File: config.mk
export PLATFORM = sky130hd
export DESIGN_NAME = readout_sequencer
export DESIGN_NICKNAME = d
export VERILOG_FILES = /design/src/rtl/readout_sequencer.sv
export SDC_FILE = /design/constraint.sdc
export NUM_CORES = 1
export LEC_CHECK = 0
export CORE_ASPECT_RATIO = 0.75
export CORE_MARGIN = 5
export CORE_UTILIZATION = 47
export DETAILED_ROUTE_END_ITERATION = 16
export GPL_ROUTABILITY_DRIVEN = 1
export PLACE_DENSITY = 0.73
export SETUP_SLACK_MARGIN = 0.05
export SYNTH_ARGS = -nofsm -noshare
export SYNTH_HDL_FRONTEND = slang
export SYNTH_SLANG_ARGS = --single-unit
File: constraint.sdc
create_clock -name clk -period 1.8 [get_ports clk]
set_input_delay 0.54 -clock clk [delete_from_list [all_inputs] [get_ports clk]]
set_output_delay 0.54 -clock clk [all_outputs]
set_load 0.01 [all_outputs]
File: src/rtl/readout_sequencer.sv
// readout_sequencer: output stage of the processor. A rising edge on readout_req
// freezes the core and streams a framed register dump (header, NREGS bytes, XOR
// checksum). A rising edge on sayhi_req streams "HI\n". Bytes leave over a
// valid/ready port; requests arriving while busy are dropped, not queued.
module readout_sequencer #(
  parameter int          NREGS = 8,
  parameter logic [7:0]  HDR   = 8'hA5,
  localparam int         AW    = $clog2(NREGS)
) (
  input  logic          clk,
  input  logic          rst,
  input  logic          readout_req,
  input  logic          sayhi_req,
  output logic          halt,
  output logic [AW-1:0] reg_addr,
  input  logic [7:0]    reg_data,
  output logic [7:0]    out_data,
  output logic          out_valid,
  input  logic          out_ready,
  output logic          busy
);

  localparam logic [2:0] S_IDLE    = 3'd0;
  localparam logic [2:0] S_QUIESCE = 3'd1;
  localparam logic [2:0] S_HDR     = 3'd2;
  localparam logic [2:0] S_REG     = 3'd3;
  localparam logic [2:0] S_CSUM    = 3'd4;
  localparam logic [2:0] S_MSG     = 3'd5;

  localparam logic [AW-1:0] LAST_ADDR = AW'(NREGS - 1);

  logic [2:0]    state_q,     state_d;
  logic          halt_q,      halt_d;
  logic [AW-1:0] reg_addr_q,  reg_addr_d;
  logic [7:0]    out_data_q,  out_data_d;
  logic          out_valid_q, out_valid_d;
  logic [7:0]    csum_q,      csum_d;
  logic [1:0]    msg_idx_q,   msg_idx_d;
  logic          readout_q;
  logic          sayhi_q;

  logic readout_edge;
  logic sayhi_edge;
  logic accept;

  assign readout_edge = readout_req & ~readout_q;
  assign sayhi_edge   = sayhi_req & ~sayhi_q;
  assign accept       = out_valid_q & out_ready;

  // Next-state logic: one byte per accept, everything held while stalled.
  always_comb begin
    state_d     = state_q;
    halt_d      = halt_q;
    reg_addr_d  = reg_addr_q;
    out_data_d  = out_data_q;
    out_valid_d = out_valid_q;
    csum_d      = csum_q;
    msg_idx_d   = msg_idx_q;
    case (state_q)
      S_IDLE: begin
        // Readout takes priority when both edges land in the same cycle.
        if (readout_edge) begin
          state_d    = S_QUIESCE;
          halt_d     = 1'b1;
          reg_addr_d = '0;
          csum_d     = '0;
        end else if (sayhi_edge) begin
          state_d     = S_MSG;
          msg_idx_d   = 2'd0;
          out_data_d  = 8'h48;
          out_valid_d = 1'b1;
        end
      end
      S_QUIESCE: begin
        // One settle cycle so the core is frozen before the first register read.
        state_d     = S_HDR;
        out_data_d  = HDR;
        out_valid_d = 1'b1;
      end
      S_HDR: begin
        if (accept) state_d = S_REG;
      end
      S_REG: begin
        // The offered byte is reg_data at reg_addr_q, so bumping the address
        // on accept presents the next register in the following cycle.
        if (accept) begin
          csum_d = csum_q ^ reg_data;
          if (reg_addr_q == LAST_ADDR) begin
            state_d    = S_CSUM;
            out_data_d = csum_q ^ reg_data;
          end else begin
            reg_addr_d = reg_addr_q + AW'(1);
          end
        end
      end
      S_CSUM: begin
        if (accept) begin
          state_d     = S_IDLE;
          halt_d      = 1'b0;
          out_valid_d = 1'b0;
          reg_addr_d  = '0;
        end
      end
      S_MSG: begin
        if (accept) begin
          case (msg_idx_q)
            2'd0: begin
              out_data_d = 8'h49;
              msg_idx_d  = 2'd1;
            end
            2'd1: begin
              out_data_d = 8'h0A;
              msg_idx_d  = 2'd2;
            end
            default: begin
              state_d     = S_IDLE;
              out_valid_d = 1'b0;
              msg_idx_d   = 2'd0;
            end
          endcase
        end
      end
      default: begin
        state_d     = S_IDLE;
        halt_d      = 1'b0;
        out_valid_d = 1'b0;
      end
    endcase
  end

  // State registers with asynchronous reset; request levels sampled every cycle.
  always_ff @(posedge clk or posedge rst) begin
    if (rst) begin
      state_q     <= S_IDLE;
      halt_q      <= 1'b0;
      reg_addr_q  <= '0;
      out_data_q  <= 8'h00;
      out_valid_q <= 1'b0;
      csum_q      <= 8'h00;
      msg_idx_q   <= 2'd0;
      readout_q   <= 1'b0;
      sayhi_q     <= 1'b0;
    end else begin
      state_q     <= state_d;
      halt_q      <= halt_d;
      reg_addr_q  <= reg_addr_d;
      out_data_q  <= out_data_d;
      out_valid_q <= out_valid_d;
      csum_q      <= csum_d;
      msg_idx_q   <= msg_idx_d;
      readout_q   <= readout_req;
      sayhi_q     <= sayhi_req;
    end
  end

  assign halt      = halt_q;
  assign reg_addr  = reg_addr_q;
  assign out_valid = out_valid_q;
  assign busy      = (state_q != S_IDLE);
  // Register bytes pass straight through so back-to-back accepts need no bubble.
  assign out_data  = (state_q == S_REG) ? reg_data : out_data_q;

endmodule
==> impl_metrics.csv <==
group,metric,value,unit
timing,layout_setup_ws,-148,ps
detailed_routing,post_drt_wl_per_cell,16.7,um
timing,min_period,1950,ps
floorplan,die_h,60.9,um
worst_setup_path,crit_chain,"inv_4, and3_4, buf_6, nand2_2, o21ai_1, buf_2",
worst_setup_path,arrival,1410,ps
layout,fill_cells,225,
logic_synthesis,synth_ff_type,"dfrtp_1",
logic_synthesis,synth_area,0.00162,mm2
worst_setup_path,cp_max_fo,6,
timing,hold_slack,490,ps
detailed_routing,vias,1728,
worst_setup_path,crit_start,"state_q[2]",
worst_setup_path,worst_setup_path_start_kind,"flip-flop",
detailed_routing,totalWireLength,5130,um
worst_setup_path,crit_required,1260,ps
detailed_routing,dr.pass1.iters,5,
clocking,max-clock-path-buffers,2,
worst_setup_path,slowest_stage,"dfrtp_1",
floorplan,start_util,0.491,
timing,setup_tns,-911,ps
floorplan,pin_count,27,
min_path,holdCritPathClass,"in2reg",
worst_setup_path,timing.rr.start,"state_q[0]",
worst_setup_path,slowest_delay,430,ps
timing,fmax,513,MHz
detailed_routing,ant_nets,0,
worst_setup_path,end_kind,"output pin",
grt,grt_pass1_wl,8140,um
timing,slew_headroom,0.748,
logic_synthesis,ys_warn_count,0,
pwr,power_density,1280,mW/mm2
logic_synthesis,ys_seq_elements,28,
logic_synthesis,synth_edf_count,0,
timing,hold_viol,0,
grt,gr-usage-all-layers,0.218,
layout,diodes,0,
placement,portBuffers,26,
flow_run,max-cap-violations,0,
status,violations,"negative setup slack",
layout,final_area,0.00249,mm2
logic_synthesis,yosysSeqAreaShare,0.431,
detailed_routing,vias_per_cell,5.63,
layout,final-seq-area,701,um2
clocking,cts_tree,"yes",
logic_synthesis,netlist_instances,196,
placement,dpl.hpwl,3190,um
clocking,clkSinkCount,28,
worst_setup_path,path_delay_family,"flip-flops",
floorplan,rows,18,
placement,post_dp_cell_area,0.00212,mm2
grt,grt_pass1_vias,1703,
detailed_routing,drc,0,
timing,setup_viol,9,
worst_setup_path,path_class,"reg2out",
detailed_routing,dr.first_iter.drc_count,194,
pwr,ir_worst_vdd,755,uV
clocking,clkTransAtPathRegs,110,ps
logic_synthesis,ys_async_sr_fraction,1.00,
status,status,"finished, violations left",
grt,grt_max_degree,29,
clocking,hold_buffers,0,
clocking,cts_buffers,3,
worst_setup_path,cp.buffers_inverters,3,
clocking,insertion_delay,290,ps
timing,layout_worst_path_cycle_share,1.08,
min_path,hold_start,"sayhi_req",
floorplan,design.die.area,0.00474,mm2
layout,drive_gt1_frac,0.345,
logic_synthesis,avgSynthCellArea,8.29,um2
clocking,root_buffer,"clkbuf_8",
timing,slew_viol_final,0,
grt,overflow,0,
timing,tightest_slew,378,ps
timing,skew,13.3,ps
logic_synthesis,synth_cell_type_count,36,
floorplan,core_area,0.00331,mm2
floorplan,dieWidth,77.9,um
layout,nNetsFinal,283,
clocking,htree_levels,1,
grt,antenna_found_initial,0,
pwr,leakage,1.23,nW
layout,multiInputGateArea,972,um2
placement,routabilityCongestion,0.903,
logic_synthesis,synth_nets,211,
timing,rsz0062_at_grt,"yes",
layout,area_growth,53.1,%
metrics by stage:
stage | utilization | setup WS, ps | total power, mW | cells
floorplan | - | 54.8 | 1.81 | 196
global placement | 0.639 | -432 | 2.28 | 284
detailed placement | 0.639 | -465 | 2.36 | 284
CTS | 0.715 | -111 | 3.05 | 302
global route | 0.751 | -222 | 3.39 | 307
finish | 0.751 | -148 | 3.19 | 307
layout by cell type, fill, tap and decap left out, drive strengths merged, types with 4 or more instances in the layout:
master / count
mux2: 4
o21ai: 20
clkdlybuf4s50: 9
xor2: 4
dlygate4sd2: 6
dfrtp: 28
a31oi: 8
nand2: 50
inv: 8
nand3: 7
xnor2: 5
a21oi: 17
nor2: 7
buf: 59
where the power goes:
part	internal, mW	switching [mW]	leakage (nW)
combinational	0.814	0.855	0.863
sequential	0.840	0.170	0.327
clock	0.299	0.209	0.0357
Yosys cell counts, types with 2 or more instances:
cell,number,share of area
nor3_1,3,0.0092
o21ai_0,19,0.059
clkbuf_1,5,0.012
inv_1,7,0.016
a31oi_1,8,0.031
nor2b_1,3,0.012
ha_1,2,0.015
o22ai_1,3,0.012
nand2_1,50,0.12
a21oi_1,17,0.052
nand2b_1,3,0.012
xnor2_1,5,0.027
a21o_1,2,0.0092
xor2_1,4,0.022
nand3_1,7,0.022
o31ai_1,2,0.0092
dfrtp_1,28,0.43
nor2_1,6,0.014
mux2_2,4,0.028
buf_6,2,0.014
metal layers:
metal  vias up  track usage  routed length, um  part of all wire
li1        821            -                  -                 -
met4         0       0.0490                 55             0.011
met1       817        0.292               2190              0.43
met3        11       0.0445                407             0.079
met2        79        0.370               2480              0.48
met5         -            0                  0                 0
flip-flops by register name, summed over array words and instances, names as in the netlist:
register / count
reg_addr: 3
state_q: 3
halt: 1
sayhi_q: 1
msg_idx_q: 2
out_data_q: 8
out_valid: 1
readout_q: 1
csum_q: 8
logic make-up after synthesis:
kind of cell | share of synthesized area
xor+xnor | 0.0485
mux | 0.0277
fa+ha+maj | 0.0154
flops | 0.431
simple gates | 0.217
buf+inv | 0.0555
compound gates | 0.204
layout make-up:
type                    instances  area share
multi-input cells             151       0.391
flip-flops and latches         28       0.282
repair buffers                 76       0.265
well taps                      40      0.0201
clock buffers                   3      0.0166
inverters                       8      0.0131
clock inverters                 1      0.0121
worst paths after layout:
path	to	slack (ps)	cells after the start
setup reg to reg	out_data_q[6]	30	8
min in group asynchronous	readout_q	610	3
max in group asynchronous	csum_q[4]	900	3
hold / removal	sayhi_q	490	1
hold reg to reg	out_data_q[0]	520	1
setup / recovery	out_data[4]	-150	6
what timing repair did:
action,CTS,global route
gates cloned,1,0
resized for setup,71,21
endpoints found under the setup margin,22,27
buffers inserted,13,5
pin swaps,9,3
(Power assumes the default switching activity.)
